$ cat src/rtl/droid_pkg.sv
// Shared definitions for the droid command bus: opcode encodings, legality check,
// issuer state encoding and the 28-bit command record {op, data, loc}.
// Pure declarations, no logic.
package droid_pkg;

  localparam logic [3:0] OP_NOOP     = 4'b0000;
  localparam logic [3:0] OP_STANDBY  = 4'b0100;
  localparam logic [3:0] OP_ATTACK   = 4'b0101;
  localparam logic [3:0] OP_GOTO     = 4'b0110;
  localparam logic [3:0] OP_TARGET   = 4'b0111;
  localparam logic [3:0] OP_RANK     = 4'b1000;
  localparam logic [3:0] OP_BATTERY  = 4'b1001;
  localparam logic [3:0] OP_ATLOC    = 4'b1010;
  localparam logic [3:0] OP_RESET    = 4'b1100;
  localparam logic [3:0] OP_SHUTDOWN = 4'b1101;

  localparam int CMD_W = 28;

  typedef enum logic [2:0] {
    ST_IDLE     = 3'd0,
    ST_ISSUE    = 3'd1,
    ST_GAP      = 3'd2,
    ST_POLL     = 3'd3,
    ST_WAIT_ALB = 3'd4
  } state_t;

  typedef struct packed {
    logic [3:0]  op;
    logic [7:0]  data;
    logic [15:0] loc;
  } cmd_t;

  function automatic logic is_legal_op(input logic [3:0] op);
    logic ok;
    case (op)
      OP_NOOP, OP_STANDBY, OP_ATTACK, OP_GOTO, OP_TARGET,
      OP_RANK, OP_BATTERY, OP_ATLOC, OP_RESET, OP_SHUTDOWN: ok = 1'b1;
      default:                                              ok = 1'b0;
    endcase
    return ok;
  endfunction

endpackage

$ cat src/rtl/droid_cmd_fifo.sv
// Synchronous command FIFO, DEPTH x WIDTH, with flush; head is read combinationally.
// Latency: a push is visible at the head (empty_o low) after the pushing edge.
// Backpressure: push ignored when full (no write-through), pop ignored when empty; flush wins.
module droid_cmd_fifo
  import droid_pkg::*;
#(
  parameter int DEPTH = 4,
  parameter int WIDTH = CMD_W
) (
  input  logic                   clk,
  input  logic                   rst,
  input  logic                   push_i,
  input  logic [WIDTH-1:0]       wdata_i,
  input  logic                   pop_i,
  input  logic                   flush_i,
  output logic [WIDTH-1:0]       rdata_o,
  output logic                   full_o,
  output logic                   empty_o,
  output logic [$clog2(DEPTH):0] count_o
);

  localparam int AW = $clog2(DEPTH);

  logic [WIDTH-1:0] mem_q [DEPTH];
  logic [AW-1:0]    wr_ptr_q, rd_ptr_q;
  logic [AW:0]      count_q;
  logic             do_push, do_pop;

  assign full_o  = (count_q == (AW+1)'(DEPTH));
  assign empty_o = (count_q == '0);
  assign do_push = push_i & ~full_o & ~flush_i;
  assign do_pop  = pop_i & ~empty_o & ~flush_i;
  assign rdata_o = mem_q[rd_ptr_q];
  assign count_o = count_q;

  // pointers wrap naturally at DEPTH (power of two); flush empties in one cycle
  always_ff @(posedge clk) begin
    if (rst || flush_i) begin
      wr_ptr_q <= '0;
      rd_ptr_q <= '0;
      count_q  <= '0;
    end else begin
      if (do_push) wr_ptr_q <= wr_ptr_q + AW'(1);
      if (do_pop)  rd_ptr_q <= rd_ptr_q + AW'(1);
      case ({do_push, do_pop})
        2'b10:   count_q <= count_q + (AW+1)'(1);
        2'b01:   count_q <= count_q - (AW+1)'(1);
        default: count_q <= count_q;
      endcase
    end
  end

  // storage array carries no reset; only entries below count are ever read
  always_ff @(posedge clk) begin
    if (do_push) mem_q[wr_ptr_q] <= wdata_i;
  end

endmodule

$ cat src/rtl/droid_cmd_issuer.sv
// Host-to-droid command issuer: queues host commands and issues them one at a time on a
// valid/ready bus, dropping undefined opcodes and letting RESET preempt everything queued.
// DROID_GOTO_WAIT_EN: when defined, each GOTO is followed by ATLOC polls until arrival/timeout.
module droid_cmd_issuer
  import droid_pkg::*;
#(
  parameter int DEPTH     = 4,
  parameter int POLL_GAP  = 8,
  parameter int MAX_POLLS = 16
) (
  input  logic                   clk,
  input  logic                   rst,
  input  logic                   cmd_in_valid,
  output logic                   cmd_in_ready,
  input  logic [3:0]             cmd_in_opcode,
  input  logic [7:0]             cmd_in_data,
  input  logic [15:0]            cmd_in_loc,
  output logic                   droid_valid,
  input  logic                   droid_ready,
  output logic [3:0]             droid_opcode,
  output logic [7:0]             droid_data,
  output logic [15:0]            droid_loc,
  input  logic                   droid_alb,
  input  logic                   droid_alb_valid,
  output logic                   busy,
  output logic [$clog2(DEPTH):0] fifo_count,
  output logic                   illegal_op,
  output logic                   timeout_err
);

  localparam cmd_t CMD_IDLE  = '{op: OP_NOOP,  data: 8'h00, loc: 16'h0000};
  localparam cmd_t CMD_RESET = '{op: OP_RESET, data: 8'h00, loc: 16'h0000};

  state_t state_q, state_d;
  cmd_t   cmd_q, cmd_d, in_cmd, fifo_head;
  logic   valid_q, valid_d, illegal_q;
  logic   fifo_full, fifo_empty;
  logic   accept, in_legal, rst_cmd, push, pop, hs;

  assign in_cmd       = '{op: cmd_in_opcode, data: cmd_in_data, loc: cmd_in_loc};
  assign cmd_in_ready = ~fifo_full;
  assign accept       = cmd_in_valid & cmd_in_ready;
  assign in_legal     = is_legal_op(cmd_in_opcode);
  // RESET bypasses the queue entirely; NOOP is accepted and silently discarded
  assign rst_cmd      = accept & (cmd_in_opcode == OP_RESET);
  assign push         = accept & in_legal & (cmd_in_opcode != OP_NOOP) & (cmd_in_opcode != OP_RESET);
  assign pop          = (state_q == ST_IDLE) & ~fifo_empty & ~rst_cmd;
  assign hs           = valid_q & droid_ready;

  droid_cmd_fifo #(
    .DEPTH (DEPTH),
    .WIDTH (CMD_W)
  ) u_fifo (
    .clk     (clk),
    .rst     (rst),
    .push_i  (push),
    .wdata_i (in_cmd),
    .pop_i   (pop),
    .flush_i (rst_cmd),
    .rdata_o (fifo_head),
    .full_o  (fifo_full),
    .empty_o (fifo_empty),
    .count_o (fifo_count)
  );

`ifdef DROID_GOTO_WAIT_EN
  localparam int   GW        = $clog2(POLL_GAP) + 1;
  localparam int   PW        = $clog2(MAX_POLLS + 1);
  localparam cmd_t CMD_ATLOC = '{op: OP_ATLOC, data: 8'h00, loc: 16'h0000};

  logic [GW-1:0] gap_cnt_q;
  logic [PW-1:0] poll_cnt_q;
  logic          gap_done, alb_miss, poll_last, goto_hs, timeout_q;

  assign gap_done  = (state_q == ST_GAP) && (gap_cnt_q == GW'(POLL_GAP - 1));
  assign alb_miss  = (state_q == ST_WAIT_ALB) & droid_alb_valid & ~droid_alb;
  // this miss is the MAX_POLLS-th one
  assign poll_last = (poll_cnt_q == PW'(MAX_POLLS - 1));
  assign goto_hs   = (state_q == ST_ISSUE) & hs & (cmd_q.op == OP_GOTO);

  // gap timer restarts on every GAP entry; poll counter spans one GOTO's whole polling run
  always_ff @(posedge clk) begin
    if (rst) begin
      gap_cnt_q  <= '0;
      poll_cnt_q <= '0;
      timeout_q  <= 1'b0;
    end else begin
      gap_cnt_q <= (state_q == ST_GAP) ? gap_cnt_q + GW'(1) : '0;
      if (goto_hs)       poll_cnt_q <= '0;
      else if (alb_miss) poll_cnt_q <= poll_cnt_q + PW'(1);
      timeout_q <= alb_miss & poll_last & ~rst_cmd;
    end
  end

  assign timeout_err = timeout_q;
`else
  logic unused_alb;
  assign unused_alb  = &{1'b0, droid_alb, droid_alb_valid, POLL_GAP[0], MAX_POLLS[0]};
  assign timeout_err = 1'b0;
`endif

  // state and bus output registers; illegal_op is a registered one-cycle pulse
  always_ff @(posedge clk) begin
    if (rst) begin
      state_q   <= ST_IDLE;
      valid_q   <= 1'b0;
      cmd_q     <= CMD_IDLE;
      illegal_q <= 1'b0;
    end else begin
      state_q   <= state_d;
      valid_q   <= valid_d;
      cmd_q     <= cmd_d;
      illegal_q <= accept & ~in_legal;
    end
  end

  // next state: a RESET push overrides whatever the sequencer was doing
  always_comb begin
    state_d = state_q;
    if (rst_cmd) begin
      state_d = ST_ISSUE;
    end else begin
      case (state_q)
        ST_IDLE:  if (!fifo_empty) state_d = ST_ISSUE;
        ST_ISSUE: if (hs) begin
`ifdef DROID_GOTO_WAIT_EN
          state_d = (cmd_q.op == OP_GOTO) ? ST_GAP : ST_IDLE;
`else
          state_d = ST_IDLE;
`endif
        end
`ifdef DROID_GOTO_WAIT_EN
        ST_GAP:      if (gap_done) state_d = ST_POLL;
        ST_POLL:     if (hs) state_d = ST_WAIT_ALB;
        ST_WAIT_ALB: if (droid_alb_valid) state_d = (droid_alb || poll_last) ? ST_IDLE : ST_GAP;
`endif
        default:  state_d = ST_IDLE;
      endcase
    end
  end

  // next bus contents: held stable while stalled, cleared to NOOP/0 after each handshake
  always_comb begin
    valid_d = valid_q;
    cmd_d   = cmd_q;
    if (rst_cmd) begin
      valid_d = 1'b1;
      cmd_d   = CMD_RESET;
    end else begin
      case (state_q)
        ST_IDLE: if (!fifo_empty) begin
          valid_d = 1'b1;
          cmd_d   = fifo_head;
        end
        ST_ISSUE: if (hs) begin
          valid_d = 1'b0;
          cmd_d   = CMD_IDLE;
        end
`ifdef DROID_GOTO_WAIT_EN
        ST_GAP: if (gap_done) begin
          valid_d = 1'b1;
          cmd_d   = CMD_ATLOC;
        end
        ST_POLL: if (hs) begin
          valid_d = 1'b0;
          cmd_d   = CMD_IDLE;
        end
`endif
        default: ;
      endcase
    end
  end

  assign droid_valid  = valid_q;
  assign droid_opcode = cmd_q.op;
  assign droid_data   = cmd_q.data;
  assign droid_loc    = cmd_q.loc;
  assign illegal_op   = illegal_q;
  assign busy         = ~fifo_empty | (state_q != ST_IDLE);

endmodule

$ cat config.mk
export PLATFORM = sky130hd
export DESIGN_NAME = droid_cmd_issuer
export DESIGN_NICKNAME = d
export VERILOG_FILES = /design/src/rtl/droid_pkg.sv /design/src/rtl/droid_cmd_fifo.sv /design/src/rtl/droid_cmd_issuer.sv
export SDC_FILE = /design/constraint.sdc
export NUM_CORES = 1
export LEC_CHECK = 0
export CORE_MARGIN = 2
export CORE_UTILIZATION = 44
export CTS_CLUSTER_SIZE = 12
export DETAILED_ROUTE_END_ITERATION = 10
export GPL_ROUTABILITY_DRIVEN = 0
export HOLD_SLACK_MARGIN = 0.15
export PLACE_DENSITY = 0.68
export SLEW_MARGIN = 15
export SYNTH_ARGS = -nofsm -noshare
export SYNTH_HDL_FRONTEND = slang
export SYNTH_HIERARCHICAL = 1
export SYNTH_SLANG_ARGS = --single-unit
$ cat constraint.sdc
create_clock -name clk -period 4.4 [get_ports clk]
set_clock_uncertainty 0.15 [all_clocks]
set_input_delay 1.32 -clock clk [delete_from_list [all_inputs] [get_ports clk]]
set_output_delay 1.32 -clock clk [all_outputs]
set_load 0.03 [all_outputs]
-- After elaboration in Yosys (flattened, before gate mapping)
Memories as Yosys holds them, arrays and structs flattened. A register that Yosys moved wholly into a read port is not among the register bits.
Index checks and enable logic that the tools add are counted.
- muxes and demuxes: 17
- add/subtract/negate cells: 4
- bitwise operators: 18
- equal/unequal tests: 10
- reductions and logical operators: 13
- operators with widths (kind ; count):
    two-way mux 28 bit ; 3
    case mux 28 bit (2 select lines) ; 1
    bitwise AND 1 bit ; 13
    case mux 3 bit (2 select lines) ; 2
    logical NOT 3 bit ; 2
    two-way mux 1 bit ; 6
    two-way mux 3 bit ; 2
    inequality test 3 x 2 -> 1 bit (second input constant) ; 2
    AND reduction 3 bit ; 2
    nonzero test 3 bit ; 2
    adder 2 x 1 -> 2 bit (second input constant) ; 2
    equality test 4 bit (second input constant) ; 1
    two-way mux 2 bit ; 2
    inequality test 2 bit (second input constant) ; 2
    inequality test 4 bit (second input constant) ; 1
    inverter 1 bit ; 4
    AND reduction 2 bit ; 2
    nonzero test 2 bit ; 2
    nonzero test 4 bit ; 1
    adder 3 x 1 -> 3 bit (second input constant) ; 1
    equality test 3 x 1 -> 1 bit (second input constant) ; 1
    equality test 3 bit (second input constant) ; 1
    subtractor 3 x 1 -> 3 bit (second input constant) ; 1
    equality test 2 x 1 -> 1 bit (second input constant) ; 1
    other kinds (5) ; 5
- register bits: 40
- bits in writable memories: 112
- word-level logic and storage cells: 75
- bits in read-only memories: 16
- output and inout port bits: 36
- bits of input ports: 34
- memories kept: 2
- memory list (name ; words ; width ; rd ports ; clocked after Yosys merged registers in ; write ports ; line ; RTL):
    u_fifo.mem_q ; 4 ; 28 ; 1 ; 1 ; 1 ; droid_cmd_fifo.sv:24 ; logic [WIDTH-1:0] mem_q [DEPTH];
    (no name shown) ; 16 ; 1 ; 1 ; 0 ; 0 ; droid_pkg.sv:35 ; case (op)

-- Longest topological paths before layout
Gate-level depths: netlist of run 1.
- depth in word-level cells: 10
- gate-level depth with buffers: 15
- depth with buffers taken out: 14

-- Cells and area by module
Netlist of run 1, hierarchy kept.
- modules (own cells, without submodules) (module ; seq. area each (um2) ; instances ; cells each ; area each (um2)):
    droid_cmd_fifo ; 3543.4 ; 1 ; 203 ; 4566.9
    droid_cmd_issuer ; 600.6 ; 1 ; 151 ; 1258.7

-- Least setup slack after synthesis of run 1
OpenSTA, ideal clock, no wires.
- path kind: input-to-reg
- start point: input cmd_in_opcode[0]
- end point: register u_fifo.count_q[2], in the netlist u_fifo/count_o[2]
- cell stages on the path: 12
- arrival: 3.696 ns
- library setup time: 0.070 ns
- slack: 0.484 ns
- data required time: 4.180 ns
- buffers on the path: 0
- cells stage by stage: nand2b_1 or4_4 inv_1 nor2b_1 and2_4 inv_1 ha_1 inv_1 fa_1 xor2_1 or3_2 a21oi_1
- longest elaborated chain between the ends: 8
- elaborated cells on any way between the ends: 19
- those cells by class: eq/ne: 4; mux: 1; bitwise: 10; reduce/logical: 3; memory: 1
- RTL lines (what ; line ; RTL):
    start: declaration ; droid_cmd_issuer.sv:15 ; input logic [3:0] cmd_in_opcode,
    equality test 4 bit * ; droid_cmd_issuer.sv:45 ; assign rst_cmd = accept & (cmd_in_opcode == OP_RESET);
    bitwise AND 1 bit * ; droid_cmd_issuer.sv:45 ;
    net rst_cmd ; droid_cmd_issuer.sv:38 ; logic accept, in_legal, rst_cmd, push, pop, hs;
    inverter 1 bit ; droid_cmd_fifo.sv:31, droid_cmd_fifo.sv:32, droid_cmd_issuer.sv:47 ;
    bitwise AND 1 bit ; droid_cmd_issuer.sv:47 ; assign pop = (state_q == ST_IDLE) & ~fifo_empty & ~rst_cmd;
    bitwise AND 1 bit (2 in a row) ; droid_cmd_fifo.sv:32 ; assign do_pop = pop_i & ~empty_o & ~flush_i;
    equality test 2 x 1 -> 1 bit / equality test 2 bit (equally long branches) ; droid_cmd_fifo.sv:45 ; case ({do_push, do_pop})
    case mux 3 bit (2 select lines) / nonzero test 2 bit (equally long branches) ; -- ;
    end signal: assignment ; droid_cmd_fifo.sv:46 ; 2'b10: count_q <= count_q + (AW+1)'(1);
    end signal: assignment ; droid_cmd_fifo.sv:47 ; 2'b01: count_q <= count_q - (AW+1)'(1);
    end signal: assignment ; droid_cmd_fifo.sv:48 ; default: count_q <= count_q;
    end: declaration ; droid_cmd_fifo.sv:26 ; logic [AW:0] count_q;
Mark *: on every way through the listed nets, which the timed path passes. The rest lies on a longest branch.
A chain may end at the register's enable or synchronous reset.

-- Worst setup path after layout of run 1
- start point: input cmd_in_opcode[2]
- end point: register u_fifo.count_q[2], in the netlist u_fifo/count_o[2]
The elaborated chain is that of the path after synthesis.

==> metrics.log, run 1 <==
INFO  metric critical_path_class = in2reg
INFO  metric fin_nets = 476
INFO  metric port-buffer-count = 66
INFO  metric synth.avg_cell_area = 16.5 um^2
INFO  metric multi_input_area = 0.00150 mm^2
INFO  metric startpoint_type = input pin
INFO  metric std_cell_rows = 42
INFO  metric area_taken_by_flip_flops_and_latches = 0.00415 mm^2
INFO  metric clock_pin_slew_on_the_worst_setup_and_hold_paths = 0.06 ns
INFO  metric postCtsResizedCells = 0
INFO  metric cts_setup_buffers = 0
INFO  metric die_w = 119 um
INFO  metric fin_crit_sh = 0.899
INFO  metric cp_data_required_time = 4.60 ns
INFO  metric avgRoutedWirePerCell = 18.0 um
INFO  metric dp_hpwl = 6850 um
INFO  metric tightestPinTransition = 1.12 ns
INFO  metric max_freq = 253 MHz
INFO  metric synthDominantAreaCellType = sky130_fd_sc_hd__edfxtp_1
INFO  metric first_pass_grt_wire_length = 17300 um
INFO  metric ys_warn_count = 6
INFO  metric worstSkewPairLatency = 0.41 ns
INFO  metric worst_slew_margin_rel = 0.250
INFO  metric synthSimpleGateAreaFrac = 0.0767
INFO  metric drt_first_iter_violations = 177
INFO  metric clockRootBuffer = sky130_fd_sc_hd__clkbuf_16
INFO  metric synth.most_common_cell = sky130_fd_sc_hd__edfxtp_1
INFO  metric regToRegEndpoint = u_fifo/count_o[2]$_SDFFE_PP0P_
INFO  metric initial_utilization = 0.445
INFO  metric slack_of_the_worst_reg_to_reg_path = 0.83 ns
INFO  metric post-synth-top-area-fraction = 0.577
INFO  metric final_period_minus_worst_setup_slack = 3.96 ns
INFO  metric track_usage = 0.168
INFO  metric clock_group_share_of_total_power = 0.393
INFO  metric finish_stage_setup_viols = 0
INFO  metric crit_start = cmd_in_opcode[2]
INFO  metric htree_levels = 4
INFO  metric cts_sinks = 151
INFO  metric ctsHoldBuffers = 0
INFO  metric timing.final.max_slew_violations = 0
INFO  metric hold_path_class = reg2reg
INFO  metric synth-main-ff-cell = sky130_fd_sc_hd__edfxtp_1
INFO  metric p_comb_frac = 0.185
INFO  metric tns = 0 ns
INFO  metric portion_of_netlist_area_occupied_by_mux_cells = 0.115
INFO  metric syn_inst = 354
INFO  metric postRouteWirelength = 11200 um
INFO  metric placeableCoreArea = 0.0131 mm^2
INFO  metric worst-endpoint-arrival = 4.15 ns
INFO  metric pnr_total_power = 4050 uW
INFO  metric share_seq_of_total_power = 0.422
INFO  metric synth.net_count = 394
INFO  metric tritoncts = built
INFO  metric number_of_global_route_vias_before_repair = 3230
INFO  metric switching_pwr = 1040 uW
INFO  metric max_cap_viol_count = 0
INFO  metric critical_path.reg2reg.startpoint = u_fifo/count_o[2]$_SDFFE_PP0P_
INFO  metric power.ir.vdd_worst = 0.000292 V
INFO  metric route.detailed.vias_per_inst = 5.14
INFO  metric ys_types = 44
INFO  metric chipHeight = 119 um
INFO  metric design.die.area = 0.0142 mm^2
INFO  metric p_sw_frac = 0.256
INFO  metric finalHoldViolations = 0
INFO  metric final_antenna_net_count = 0
INFO  metric grt_max_degree = 30
INFO  metric drt-pass1-iter-count = 4
INFO  metric power_density = 547 mW/mm^2
INFO  metric synth.cells.most_frequent = sky130_fd_sc_hd__edfxtp_1 (112), sky130_fd_sc_hd__dfxtp_1 (39), sky130_fd_sc_hd__nand2_1 (30), sky130_fd_sc_hd__a21oi_1 (29), sky130_fd_sc_hd__mux4_2 (28)
INFO  metric worst_hold_path.num_cells = 2
INFO  metric synth-compound-area-share = 0.0483
INFO  metric synth_top_family_by_area = multiplexers
INFO  metric grt_antenna_before_repair = 0
INFO  metric cts_made_buffers = 17
INFO  metric parity_gate_share_of_the_synthesized_area_counting_xor_and_xnor_cells = 0.00301
INFO  metric via_count = 3212
INFO  metric synth_seq_area_share = 0.711
INFO  metric filler_cell_count = 1018
INFO  metric synth_adder_area_share = 0.0142
INFO  metric worst_hold_startpoint = droid_loc[11]$_SDFFE_PP0P_
INFO  metric worstRegToRegCells = 14
INFO  metric synth.top_cells.by_area = sky130_fd_sc_hd__edfxtp_1 (58%), sky130_fd_sc_hd__dfxtp_1 (13%), sky130_fd_sc_hd__mux4_2 (11%), sky130_fd_sc_hd__a21oi_1 (2.5%), sky130_fd_sc_hd__nand3_1 (2.3%)
INFO  metric cell_internal_pwr = 3010 uW
INFO  metric worst-path-max-fanout = 4
INFO  metric globalRouteOverflowTotal = 0
INFO  metric run_status = finished clean
INFO  metric antenna-diode-count = 0
INFO  metric areaGrowthSynthToFinish = 27.0%
INFO  metric residual_drc_count = 0
INFO  metric rsz_0062_raised_after_global_routing = false
INFO  metric post_synth_edffs = 112
INFO  metric ys_async_sr_fraction = 0
INFO  metric final_layout_size_suffix_gt1_frac = 0.214
INFO  metric capturing_element_type_of_the_critical_path = flop
INFO  metric netlist_area = 0.00583 mm^2
INFO  metric floorplan.io_pins = 70
INFO  metric yosys_register_bits = 151
INFO  metric clockBufferDepth = 2
INFO  metric worst_hold_path.endpoint = droid_loc[11]$_SDFFE_PP0P_
INFO  metric leakage_power_figure = 0.00244 uW
[cells in the final DEF, fill, tap and decap left out, drive strengths merged, types with 7 or more instances in the layout]
cell type      instances
nand2                 30
edfxtp               112
inv                   12
dfxtp                 39
mux4                  28
a21oi                 33
buf                   17
nor2                   7
clkbuf                18
nand3                 27
clkdlybuf4s50         66
[cell type report]
type,count,share of cell area
clock buffer,18,0.0580
clock inverter,14,0.0311
inverter,12,0.00609
multi-input combinational,171,0.203
sequential,151,0.560
tap,176,0.0298
timing repair buffer,83,0.112
[critical path, stage by stage]
cell and delay (ns):
sky130_fd_sc_hd__clkdlybuf4s50_1 0.52, sky130_fd_sc_hd__inv_2 0.07, sky130_fd_sc_hd__or4_4 0.54, sky130_fd_sc_hd__inv_1 0.10
sky130_fd_sc_hd__nor2b_1 0.07, sky130_fd_sc_hd__and2_4 0.16, sky130_fd_sc_hd__inv_1 0.05, sky130_fd_sc_hd__ha_1 0.18
sky130_fd_sc_hd__inv_1 0.07, sky130_fd_sc_hd__fa_1 0.38, sky130_fd_sc_hd__xor2_1 0.16, sky130_fd_sc_hd__or3_2 0.40
sky130_fd_sc_hd__a21oi_1 0.14
[sequential cells by signal, summed over array words and instances (netlist names), 2 cells and up, named ones only]
name	cells
droid_opcode	4
droid_data	8
u_fifo/rd_ptr_q	2
u_fifo/count_o	3
droid_loc	16
u_fifo/mem_q	112
u_fifo/wr_ptr_q	2
[worst max-delay path by stage]
stage / end / slack, ns
floorplan: u_fifo/count_o[2]$_SDFFE_PP0P_ / 0.48
global placement: u_fifo/count_o[2]$_SDFFE_PP0P_ / 0.11
detailed placement: u_fifo/count_o[2]$_SDFFE_PP0P_ / 0.05
CTS: u_fifo/count_o[2]$_SDFFE_PP0P_ / 0.47
global route: u_fifo/count_o[2]$_SDFFE_PP0P_ / 0.33
finish: u_fifo/count_o[2]$_SDFFE_PP0P_ / 0.44
[power by group through the flow]
stage / clock, uW / combinational (uW) / sequential [uW]
floorplan: 0 / 364 / 1830
global placement: 0 / 745 / 1730
detailed placement: 0 / 756 / 1740
CTS: 1620 / 761 / 1710
global route: 1680 / 809 / 1720
finish: 1590 / 750 / 1710
[layer usage]
| metal | vias to the layer above | global-route usage | part of all wire |
|---|---|---|---|
| met4 | 0 | 0.0640 | 0.0094 |
| li1 | 1511 | - | - |
| met5 | - | 0 | 0 |
| met3 | 6 | 0.0469 | 0.048 |
| met1 | 1609 | 0.213 | 0.41 |
| met2 | 86 | 0.277 | 0.53 |
[stage by stage]
| stage | hold WS (ns) | worst slack, ns | instance area, um^2 | util | std cells |
|---|---|---|---|---|---|
| 3_3_place_gp | 0.299 | 0.110 | 6740 | 0.515 | 593 |
| 6_report | 0.311 | 0.445 | 7400 | 0.565 | 625 |
| 5_1_grt | 0.330 | 0.327 | 7400 | 0.565 | 625 |
| 4_1_cts | 0.314 | 0.473 | 7400 | 0.565 | 625 |
| 2_1_floorplan | 0.303 | 0.484 | 5830 | - | 354 |
| 3_5_place_dp | 0.307 | 0.0513 | 6740 | 0.515 | 593 |
[logic make-up after synthesis]
logic type | after synthesis
buffers and inverters | 32
muxes | 32
other | 1
and+or+nand+nor | 86
xor gates and xnor gates | 2
DFF | 151
AOI/OAI and AO/OA | 44
adders and majority gates | 6
Note: power is estimated with default switching activity, not from simulation.
==> inputs of run 2 (changes only) <==
GPL_TIMING_DRIVEN = 1   (was default)
==> results of run 2 <==
The final DEF is identical to that of run 1; final timing and power are the same.
